File: src/rtl/soc_ahb3_pkg.sv
// Shared AHB3-Lite encodings and the SRAM bridge state constants.
// Latency: n/a (definitions only).
// Backpressure: n/a.
package soc_ahb3_pkg;

    localparam logic [1:0] HTRANS_IDLE   = 2'b00;
    localparam logic [1:0] HTRANS_BUSY   = 2'b01;
    localparam logic [1:0] HTRANS_NONSEQ = 2'b10;
    localparam logic [1:0] HTRANS_SEQ    = 2'b11;

    localparam logic [2:0] HSIZE_BYTE  = 3'd0;
    localparam logic [2:0] HSIZE_HWORD = 3'd1;
    localparam logic [2:0] HSIZE_WORD  = 3'd2;
    localparam logic [2:0] HSIZE_DWORD = 3'd3;

    localparam logic HRESP_OKAY  = 1'b0;
    localparam logic HRESP_ERROR = 1'b1;

    // Bridge FSM encoding, kept as plain constants so older tools can read it.
    typedef logic [2:0] bridge_state_t;
    localparam bridge_state_t ST_IDLE   = 3'd0;
    localparam bridge_state_t ST_WRITE  = 3'd1;
    localparam bridge_state_t ST_READ   = 3'd2;
    localparam bridge_state_t ST_RSTALL = 3'd3;
    localparam bridge_state_t ST_ERR1   = 3'd4;
    localparam bridge_state_t ST_ERR2   = 3'd5;

endpackage

File: src/rtl/soc_ahb3_be_gen.sv
// Byte-lane enables and size/alignment error flag from HSIZE and low HADDR bits.
// Latency: purely combinational.
// Backpressure: none; evaluated every address phase.
module soc_ahb3_be_gen #(
    parameter int XLEN = 32
) (
    input  logic [2:0]                     i_hsize,
    input  logic [$clog2(XLEN/8)-1:0]      i_addr_lsb,
    output logic [XLEN/8-1:0]              o_be,
    output logic                           o_err
);
    localparam int SW   = XLEN / 8;
    localparam int ALSB = $clog2(SW);

    logic [ALSB-1:0] w_mask;
    logic            w_oversize;
    logic            w_misalign;
    logic [SW-1:0]   w_lane;

    // A transfer wider than the bus, or with nonzero offset bits below its size, is illegal.
    assign w_oversize = i_hsize > 3'(ALSB);
    assign w_mask     = ~({ALSB{1'b1}} << i_hsize);
    assign w_misalign = |(i_addr_lsb & w_mask);
    assign o_err      = w_oversize | w_misalign;

    // A lane is enabled when it falls in the same size-aligned block as the address.
    always_comb begin
        for (int i = 0; i < SW; i++) begin
            w_lane[i] = ((ALSB'(i) >> i_hsize) == (i_addr_lsb >> i_hsize));
        end
    end

    assign o_be = o_err ? '0 : w_lane;

endmodule

File: src/rtl/soc_ahb3_sram_bridge.sv
// AHB3-Lite slave driving a single-port synchronous SRAM (1-cycle read latency).
// Latency: reads zero-wait, read directly after write one wait, errors two-cycle response.
// Backpressure: HREADYOUT low only in the read-after-write stall and first error cycle.
module soc_ahb3_sram_bridge
    import soc_ahb3_pkg::*;
#(
    parameter  int XLEN = 32,
    parameter  int PLEN = 32,
    parameter  int AW   = 10,
    localparam int SW   = XLEN >> 3,
    localparam int ALSB = $clog2(SW)
) (
    input  logic              clk_i,
    input  logic              rst_i,
    input  logic              hsel_i,
    input  logic [PLEN-1:0]   haddr_i,
    input  logic [XLEN-1:0]   hwdata_i,
    input  logic              hwrite_i,
    input  logic [2:0]        hsize_i,
    input  logic [2:0]        hburst_i,
    input  logic [SW-1:0]     hprot_i,
    input  logic [1:0]        htrans_i,
    input  logic              hmastlock_i,
    input  logic              hready_i,
    output logic [XLEN-1:0]   hrdata_o,
    output logic              hready_o,
    output logic              hresp_o,
    output logic              sram_ce_o,
    output logic              sram_we_o,
    output logic [SW-1:0]     sram_be_o,
    output logic [AW-1:0]     sram_addr_o,
    output logic [XLEN-1:0]   sram_wdata_o,
    input  logic [XLEN-1:0]   sram_rdata_i
);

    bridge_state_t   r_state;
    bridge_state_t   w_state_nxt;
    logic [AW-1:0]   r_addr;
    logic [SW-1:0]   r_be;

    logic [SW-1:0]   w_be;
    logic            w_err;
    logic            w_hready;
    logic            w_accept;
    logic            w_rd_now;
    logic [AW-1:0]   w_word;
    logic            w_unused;

    // Burst type, protection, lock and the address bits above the SRAM depth carry no meaning here.
    assign w_unused = ^{hburst_i, hprot_i, hmastlock_i, haddr_i[PLEN-1:AW+ALSB]};

    soc_ahb3_be_gen #(
        .XLEN (XLEN)
    ) u_be_gen (
        .i_hsize    (hsize_i),
        .i_addr_lsb (haddr_i[ALSB-1:0]),
        .o_be       (w_be),
        .o_err      (w_err)
    );

    assign w_hready = (r_state != ST_ERR1) && (r_state != ST_RSTALL);
    assign w_accept = hsel_i & hready_i & htrans_i[1] & w_hready;
    assign w_word   = haddr_i[AW+ALSB-1:ALSB];
    // A read can use the port in its own address phase unless a write data phase owns it.
    assign w_rd_now = w_accept & ~w_err & ~hwrite_i & (r_state != ST_WRITE);

    // Next-state decode; errors win over any read/write decoding.
    always_comb begin
        w_state_nxt = ST_IDLE;
        case (r_state)
            ST_RSTALL: w_state_nxt = ST_READ;
            ST_ERR1:   w_state_nxt = ST_ERR2;
            default: begin
                if (w_accept) begin
                    if (w_err) begin
                        w_state_nxt = ST_ERR1;
                    end else if (hwrite_i) begin
                        w_state_nxt = ST_WRITE;
                    end else if (r_state == ST_WRITE) begin
                        w_state_nxt = ST_RSTALL;
                    end else begin
                        w_state_nxt = ST_READ;
                    end
                end
            end
        endcase
    end

    // State register; reset abandons any transfer in flight.
    always_ff @(posedge clk_i or posedge rst_i) begin
        if (rst_i) begin
            r_state <= ST_IDLE;
        end else begin
            r_state <= w_state_nxt;
        end
    end

    // Capture word address and lanes of every legal accepted transfer for its data phase.
    always_ff @(posedge clk_i or posedge rst_i) begin
        if (rst_i) begin
            r_addr <= '0;
            r_be   <= '0;
        end else if (w_accept && !w_err) begin
            r_addr <= w_word;
            r_be   <= w_be;
        end
    end

    // SRAM port mux: write data phase, late read, or same-cycle read; all strobes held low in reset.
    always_comb begin
        sram_ce_o    = 1'b0;
        sram_we_o    = 1'b0;
        sram_be_o    = '0;
        sram_addr_o  = '0;
        sram_wdata_o = '0;
        if (!rst_i) begin
            if (r_state == ST_WRITE) begin
                sram_ce_o    = 1'b1;
                sram_we_o    = 1'b1;
                sram_be_o    = r_be;
                sram_addr_o  = r_addr;
                sram_wdata_o = hwdata_i;
            end else if (r_state == ST_RSTALL) begin
                sram_ce_o   = 1'b1;
                sram_addr_o = r_addr;
            end else if (w_rd_now) begin
                sram_ce_o   = 1'b1;
                sram_addr_o = w_word;
            end
        end
    end

    assign hready_o = w_hready;
    assign hresp_o  = ((r_state == ST_ERR1) || (r_state == ST_ERR2)) ? HRESP_ERROR : HRESP_OKAY;
    assign hrdata_o = (r_state == ST_READ) ? sram_rdata_i : '0;

endmodule

File: config.mk
export PLATFORM = sky130hd
export DESIGN_NAME = soc_ahb3_sram_bridge
export DESIGN_NICKNAME = d
export VERILOG_FILES = /design/src/rtl/soc_ahb3_pkg.sv /design/src/rtl/soc_ahb3_be_gen.sv /design/src/rtl/soc_ahb3_sram_bridge.sv
export SDC_FILE = /design/constraint.sdc
export NUM_CORES = 1
export LEC_CHECK = 0
export ABC_AREA = 0
export BUFFER_PORTS_ARGS = -buffer_cell sky130_fd_sc_hd__clkbuf_2
export CAP_MARGIN = 0
export CORE_AREA = 2 2 76 78
export DETAILED_ROUTE_END_ITERATION = 8
export DIE_AREA = 0 0 78 80
export GPL_TIMING_DRIVEN = 0
export PLACE_DENSITY = 0.7
export SLEW_MARGIN = 30
export SYNTH_ARGS = -nofsm -noshare
export SYNTH_HDL_FRONTEND = slang
export SYNTH_SLANG_ARGS = --single-unit
File: constraint.sdc
create_clock -name clk_i -period 2.7 [get_ports clk_i]
set_input_delay 0.135 -clock clk_i [delete_from_list [all_inputs] [get_ports clk_i]]
set_output_delay 0.135 -clock clk_i [all_outputs]
set_load 0.02 [all_outputs]
# Yosys cells after proc, flatten, opt, wreduce, memory -nomap -nowiden
# Cells that the tools add are included.
[word_totals]
ff_bits = 17
output_inout_bits = 82
elab_cells = 60
inputBits = 114
[op_classes]
eq_ne = 12
n_bitwise = 11
muxes = 22
shifts = 6
n_lt_le_gt_ge = 1
reduce_logical = 5
[op_table]
columns = ["op", "count"]
rows = [
  ["32-bit 2-to-1 mux", 3],
  ["10-bit 2-to-1 mux", 4],
  ["4-bit 2-to-1 mux", 3],
  ["2-bit equality test", 4],
  ["1-bit 2-to-1 mux", 8],
  ["1-bit AND", 6],
  ["3-bit by 2-bit equality test with 1-bit output (second input constant)", 2],
  ["3-bit equality test (second input constant)", 2],
  ["3-bit 2-to-1 mux", 2],
  ["3-bit one-hot mux with 2 select lines", 1],
  ["1-bit by 3-bit >> shifter with 2-bit output (first input constant)", 2],
  ["2-bit by 3-bit >> shifter with 2-bit output (first input constant)", 2],
  ["3-bit by 1-bit equality test with 1-bit output (second input constant)", 1],
  ["3-bit by 2-bit greater-than comparator with 1-bit output (second input constant)", 1],
  ["3-bit by 1-bit inequality test with 1-bit output (second input constant)", 1],
  ["3-bit by 2-bit inequality test with 1-bit output (second input constant)", 1],
  ["3-bit inequality test (second input constant)", 1],
  ["2-bit by 3-bit << shifter with 2-bit output (first input constant)", 1],
  ["2-bit by 3-bit >> shifter with 2-bit output", 1],
  ["2-bit AND", 1],
  ["1-bit logical AND", 2],
  ["2-bit 2-to-1 mux", 1],
  ["1-bit inverter", 2],
  ["2-bit inverter", 1],
  ["other kinds (4)", 4],
]

# Depth between registers and ports, before layout
# Gate-level depths: netlist of run 1.
[depth]
word_depth = 13
depth_mapped = 5
mapped_depth_nobuf = 4

# Hierarchy
# A second synthesis of run 1 with hierarchy kept.
[hier_totals]
cells_unflattened = 181
area_unflattened_um2 = 1562.7
[by_module_without_submodules]
columns = ["mod", "n_inst", "area_per_inst_um2", "seq_area_each_um2", "cells_per_inst"]
rows = [
  ["soc_ahb3_sram_bridge", 1, 1465.2, 425.4, 169],
  ["soc_ahb3_be_gen", 1, 97.6, 0.0, 12],
]

# Worst setup path before layout of run 1
# OpenSTA, ideal clock, no wires.
[synth_timing]
path_kind = "flip-flop to output port"
start = "register r_state[2]"
end = "output port sram_wdata_o[22]"
slack_ps = 1057
arrival_ps = 1508
path_stages_with_launch = 5
required_ps = 2565
path_buffers = 1
cell_sequence = "dfrtp_1 > nand2b_1 > nor3_2 > clkbuf_1 > and2_1"
[synth_between]
elab_chain_len = 3
[synth_lines]
columns = ["item", "line", "source"]
rows = [
  ["start: declaration", "soc_ahb3_sram_bridge.sv:36", "bridge_state_t r_state;"],
  ["start signal: assignment", "soc_ahb3_sram_bridge.sv:94", "r_state <= w_state_nxt;"],
  ["3-bit by 1-bit equality test with 1-bit output", "soc_ahb3_sram_bridge.sv:117", "if (r_state == ST_WRITE) begin"],
  ["32-bit 2-to-1 mux", "soc_ahb3_sram_bridge.sv:117", ""],
  ["32-bit 2-to-1 mux", "soc_ahb3_sram_bridge.sv:116", "if (!rst_i) begin"],
  ["end: declaration", "soc_ahb3_sram_bridge.sv:32", "output logic [XLEN-1:0] sram_wdata_o,"],
]
# Every way passes these cells.

# Final worst setup path of run 1
[layout_timing]
start = "register r_state[2]"
end = "output port sram_addr_o[9]"
[layout_between]
elab_chain_len = 10
word_cells_on_any_way = 14
cone_classes = "5 x eq/ne; 4 x mux; 4 x bitwise; 1 x reduce/logical"
[layout_lines]
columns = ["item", "line", "source"]
rows = [
  ["3-bit inequality test or 3-bit by 2-bit inequality test with 1-bit output (tied branches)", "soc_ahb3_sram_bridge.sv:61", "assign w_hready = (r_state != ST_ERR1) && (r_state != ST_RSTALL);"],
  ["1-bit logical AND", "soc_ahb3_sram_bridge.sv:61", ""],
  ["1-bit AND", "soc_ahb3_sram_bridge.sv:62", "assign w_accept = hsel_i & hready_i & htrans_i[1] & w_hready;"],
  ["1-bit AND (3 in a row)", "soc_ahb3_sram_bridge.sv:65", "assign w_rd_now = w_accept & ~w_err & ~hwrite_i & (r_state != ST_WRITE);"],
  ["10-bit 2-to-1 mux", "soc_ahb3_sram_bridge.sv:126", "end else if (w_rd_now) begin"],
  ["10-bit 2-to-1 mux", "soc_ahb3_sram_bridge.sv:123", "end else if (r_state == ST_RSTALL) begin"],
  ["10-bit 2-to-1 mux (*)", "soc_ahb3_sram_bridge.sv:117", ""],
  ["10-bit 2-to-1 mux (*)", "soc_ahb3_sram_bridge.sv:116", ""],
  ["end: declaration", "soc_ahb3_sram_bridge.sv:31", "output logic [AW-1:0] sram_addr_o,"],
]
# Mark *: on every way between the ends. The rest lies on a longest branch, timed or not.

==> flow_summary.yaml, run 1 <==
timing:
  fin_crit_ns: 2.18
  setup_viol: 0
  fin_crit_sh: 0.807
  fmax_mhz: 459
  rsz0062_at_grt: "false"
  tns_ns: 0
  hold_viol_final: 16
  drv_slew: 0
  holdWs_ns: -0.00264
  skew_ns: 0.00129
  worst_slew_pin_slew_ns: 0.702
  slew-limit-headroom: 0.530
grt:
  grt_antenna_before_repair: 0
  grt_pass1_vias: 1472
  gr-total-overflow: 0
  grt_pass1_wl_um: 7220
  grt_max_degree: 18
  grt.total_usage: 0.147
floorplan:
  start_util: 0.255
  core_area_um2: 5410
  ios: 196
  die_area_um2: 6240
  fp-row-count: 27
  die_w_um: 78
  die_h_um: 80
worst_setup_path:
  cp_cell_sequence: "or3b_4 -> nand3_2 -> nor3_2 -> a22o_1 -> clkbuf_2"
  worstSetupPathType: "reg2out"
  critPathCaptureType: "output port"
  worst_ep_required_time_ns: 2.57
  path_depth: 5
  worstRegToRegCells: 5
  cpPeakStageDelay_ns: 0.60
  cp-start-kind: "flip-flop"
  timing.critical_path.buf_inv: 1
  crit_fanout: 10
  cp_top_family: "simple AND/OR/NAND/NOR gates"
  critPathSlowestCell: "nor3_2"
  critical_path_arrival_ns: 2.04
logic_synthesis:
  ys_ff_latch: 17
  yosys-top-cells-area: "and2_1 31%, dfrtp_1 31%, mux2_4 9.8%"
  yosys.area.top_type: "and2_1"
  synth_cell_types: 25
  syn_nets: 264
  yosysTopAreaCellShare: 0.314
  synthCells: 150
  ys.warnings.count: 0
  seq_area_frac_synth: 0.309
  netlist_area_um2: 1380
  avgSynthCellArea_um2: 9.18
clock_network:
  clk_pin_slew_ns: 0.06
  htreeDepth: 1
  cts_tree: "done"
  clkLatencyLatePin_ns: 0.25
  ctsHoldBuffers: 0
  ctsRootBufferMaster: "clkbuf_8"
  clock-sinks: 17
  clockBufferDepth: 2
  cts_resized: 0
  cts_made_buffers: 3
  post-cts-setup-buffers: 0
final_layout:
  fin_area_um2: 2340
  final_cell_mix: "166 x clkbuf_2, 69 x and2_1, 17 x dfrtp_1, 10 x a22o_1, 9 x mux2_4"
  syn_to_final_growth_pct: 70.2
  drive_above_1_share: 0.597
  final_common_cell: "clkbuf_2"
  n_antenna_cell: 0
  finish.net_count: 435
power_and_ir_drop:
  ir_drop_mv: 0.314
  powerDensity_nw_per_um2: 545
  p_leak_nw: 1.41
routing:
  wl_per_cell_um: 12.7
  vias: 1683
  drc: 0
  drt_iter0_drc: 17
  routed_wl_um: 4980
  ant_nets: 0
  vias_per_cell: 4.29
  firstDrtPassIters: 4
placement:
  placed_area_um2: 2300
  gp_congestion: 0.765
  portBuffers: 166
  dp_hpwl_um: 4280
outcome:
  status: "finished with violations"
  violations: "hold timing"
worst_hold_path:
  hp-class: "in2async"
flow_run:
  maxCapViolations: 0
-- metal layers --
layer	wire length (um)	GRT usage	vias to the layer above
met5	0	0	-
met4	14	0.0263	0
met3	776	0.0792	2
met2	2200	0.244	106
met1	1980	0.170	742
li1	-	-	833
-- final timing paths --
kind / start / to / slack (ns)
max: r_state[2] / sram_addr_o[9] / 0.52
min: rst_i / r_state[1] / -0.003
max reg2reg: r_state[1] / r_addr[3] / 0.98
min reg2reg: r_be[0] / r_be[0] / 0.50
max in group asynchronous: rst_i / r_addr[6] / 2.29
min in group clk_i: hwrite_i / r_state[1] / 0.11
-- where the power goes --
group / switching [mW] / total, mW / internal (mW) / leakage (nW)
clock: 0.0810 / 0.186 / 0.105 / 0.0228
combinational: 0.356 / 0.669 / 0.312 / 1.17
sequential: 0.0606 / 0.422 / 0.361 / 0.209
-- cell families (layout without fill, tap and decap cells) --
group                  after synthesis  in the layout  synth area share
AOI/OAI and AO/OA                   20             20             0.108
buffers and inverters               11            181            0.0355
DFF                                 17             17             0.309
muxes                               14             14             0.139
and+or+nand+nor                     88             88             0.408
-- synthesized netlist by cell type --
library cell,number
nor3b_1,1
nor4_2,1
dfrtp_1,17
or2_4,1
o21ai_0,6
a21oi_2,1
o31ai_1,1
mux2_2,5
or3b_4,1
mux2_4,9
nand3b_1,1
nor2_1,5
and2_1,69
a22o_1,10
and2b_1,1
nand2b_1,1
nor3_2,2
clkbuf_1,7
inv_1,3
nand2_1,2
nor2b_1,1
nand3_2,1
a21o_1,2
and3_1,1
buf_6,1
-- worst reg2reg max path, stage by stage, from the launching register on --
cell and delay (ns):
dfrtp_1 0.43, or3b_4 0.43, nand3_2 0.13, or2_4 0.14, buf_6 0.17, mux2_4 0.32
-- registers in the layout, summed over array words and instances (netlist names) --
register  count
r_addr       10
r_be          4
r_state       3
-- metrics by stage --
stage	utilization	power, mW	setup slack, ns	cells
6_report	0.433	1.28	0.521	392
5_1_grt	0.433	1.36	0.358	392
4_1_cts	0.433	1.29	0.499	392
3_5_place_dp	0.425	1.10	0.778	388
3_3_place_gp	0.425	1.09	0.782	388
2_1_floorplan	-	0.854	1.06	150
-- layout make-up --
type                    count  area (um^2)
plain buffers               8         37.5
clock buffers               4         45.0
fillers                   546         3060
inverters                   3         11.3
multi-input cells         122          902
flip-flops and latches     17          425
well taps                  72         90.1
repair buffers            166          831
Note: power is estimated with default switching activity, not from simulation.
==> run 2, diff against run 1 <==
- CORE_AREA: 2 2 76 78 -> 2 2 75 77
- DIE_AREA: 0 0 78 80 -> 0 0 77 79
- PLACE_DENSITY: 0.7 -> 0.74
- clock period: 2.7 -> 1.9 ns (I/O delays scaled with it)
==> run 2 against run 1 <==
  * First-iteration DRC count increased by 82%
  * Hold slack got worse by 0.0084 ns
  * Wire length decreased by 1.5%
  * Count of clock-buffer cells in the layout unchanged
  * The run still ends with hold timing left
  * Combinational power increased by 57%
  * Register-to-register slack got worse by 0.90 ns
  * Global-route usage increased by 0.41 points
  * Clock skew about the same
  * Die area decreased by 2.5%
  * Critical path type unchanged
  * Sequential share of layout area decreased by 1.0 points
  * Sequential power increased by 47%
==> flow_summary.yaml, run 2 (synthesis gave the netlist of run 1 again) <==
outcome:
  status: "finished with violations"
  violations: "hold timing"
routing:
  vias_per_cell: 4.24
  firstDrtPassIters: 4
  ant_nets: 0
  wl_per_cell_um: 12.3
  drt_iter0_drc: 31
  vias: 1690
  routed_wl_um: 4900
  drc: 0
timing:
  skew_ns: 0.00150
  hold_viol_final: 17
  fmax_mhz: 534
  fin_crit_sh: 0.986
  drv_slew: 0
  slew-limit-headroom: 0.566
  holdWs_ns: -0.0110
  setup_viol: 0
  rsz0062_at_grt: "true"
  worst_slew_pin_slew_ns: 0.650
  fin_crit_ns: 1.87
worst_setup_path:
  worst_ep_required_time_ns: 1.80
  critPathCaptureType: "output port"
  cp_cell_sequence: "or3b_4 -> nand3_4 -> nor3_4 -> buf_12 -> a22o_1 -> clkbuf_2"
  crit_fanout: 10
  critical_path_arrival_ns: 1.78
  r2r_start: "r_state[0]"
  worstRegToRegCells: 6
  regToRegEndpoint: "r_addr[8]"
  r2r_slack_ns: 0.08
  timing.critical_path.buf_inv: 2
  cp_top_family: "simple AND/OR/NAND/NOR gates"
  critPathSlowestCell: "dfrtp_2"
  cp-start-kind: "flip-flop"
  cpPeakStageDelay_ns: 0.45
  crit_start: "r_state[0]"
  worstSetupPathType: "reg2out"
clock_network:
  htreeDepth: 1
  clock-sinks: 17
  cts_made_buffers: 3
  ctsRootBufferMaster: "clkbuf_8"
  clk_pin_slew_ns: 0.06
  cts_tree: "done"
  clockBufferDepth: 2
  clkLatencyLatePin_ns: 0.24
  ctsHoldBuffers: 0
final_layout:
  n_antenna_cell: 0
  drive_above_1_share: 0.636
  largest_register: "r_addr"
  reg_top3: "r_addr: 10 flops, r_be: 4 flops, r_state: 3 flops"
  final_common_cell: "clkbuf_2"
  largest_reg_flops: 10
  final_cell_mix: "159 x clkbuf_2, 68 x and2_1, 15 x dfrtp_1, 10 x a22o_1, 9 x mux2_4"
  finish.net_count: 442
  syn_to_final_growth_pct: 81.5
  finalNonFillerCells: 399
  fin_area_um2: 2500
worst_hold_path:
  hp-class: "in2async"
grt:
  grt_pass1_vias: 1493
  grt_pass1_wl_um: 7470
  grt_antenna_before_repair: 0
  gr-total-overflow: 0
  grt.total_usage: 0.151
  grt_max_degree: 18
power_and_ir_drop:
  powerDensity_nw_per_um2: 773
  ir_drop_mv: 0.518
  p_leak_nw: 1.48
placement:
  placed_area_um2: 2300
  gp_congestion: 0.759
  portBuffers: 166
  dp_hpwl_um: 4130
  dp_cells: 388
floorplan:
  fp-row-count: 27
  die_h_um: 79
  ios: 196
  die_area_um2: 6080
  core_area_um2: 5340
  die_w_um: 77
  start_util: 0.258
flow_run:
  maxCapViolations: 0
[run 2: changes by cell type in the layout (fill, tap and decap cells not counted), sizes merged]
cell and change:
buf +17, clkbuf -10
[run 2: metal layers]
layer | track usage | wire, um | up-vias
li1 | - | - | 849
met3 | 0.0750 | 704 | 4
met1 | 0.181 | 1910 | 742
met2 | 0.243 | 2250 | 95
met4 | 0.0375 | 37 | 0
met5 | 0 | 0 | -
[run 2: cell type report]
cell class	count	area (um^2)
Inverter	3	11.3
Fill cell	539	2840
Multi-Input combinational cell	122	946
Buffer	7	42.5
Sequential cell	17	428
Tap cell	72	90.1
Timing Repair Buffer	174	935
Clock buffer	4	45.0
[run 2: power breakdown]
group / internal, mW / leakage (nW) / total, mW / switching, mW
logic: 0.523 / 1.25 / 1.05 / 0.525
registers: 0.517 / 0.206 / 0.619 / 0.102
clock network: 0.148 / 0.0228 / 0.262 / 0.114
total: 1.19 / 1.48 / 1.93 / 0.741
[run 2: worst register-to-register path, stage by stage (launching register included)]
cell and delay (ns):
dfrtp_2 0.45, or3b_4 0.42, nand3_4 0.13, buf_4 0.12, or2_4 0.11, buf_6 0.17
mux2_4 0.31
[run 2: per-stage QoR]
stage	TNS (ns)	utilization	setup WS (ns)	power (mW)	hold slack, ns
after floorplan	0	-	0.279	1.21	0.0211
after global placement	0	0.430	0.0275	1.54	0.242
after detailed placement	0	0.430	0.0288	1.56	0.252
after CTS	0	0.454	0.0139	1.89	0.00156
after global routing	-0.330	0.468	-0.0388	2.07	0.0479
final	0	0.468	0.0265	1.93	-0.0110
[run 2: worst max-delay path by stage]
stage / end / cells past startpoint
5_1_grt: sram_addr_o[7] / 6
2_1_floorplan: r_addr[1] / 5
3_3_place_gp: sram_wdata_o[8] / 5
4_1_cts: sram_addr_o[7] / 6
3_5_place_dp: sram_wdata_o[7] / 5
6_report: sram_addr_o[7] / 6
[run 2: timing repair]
action	4_1_cts	5_1_grt
gates resized for setup	11	30
setup endpoints to repair	70	70
pin swaps	2	1
setup buffers	4	5
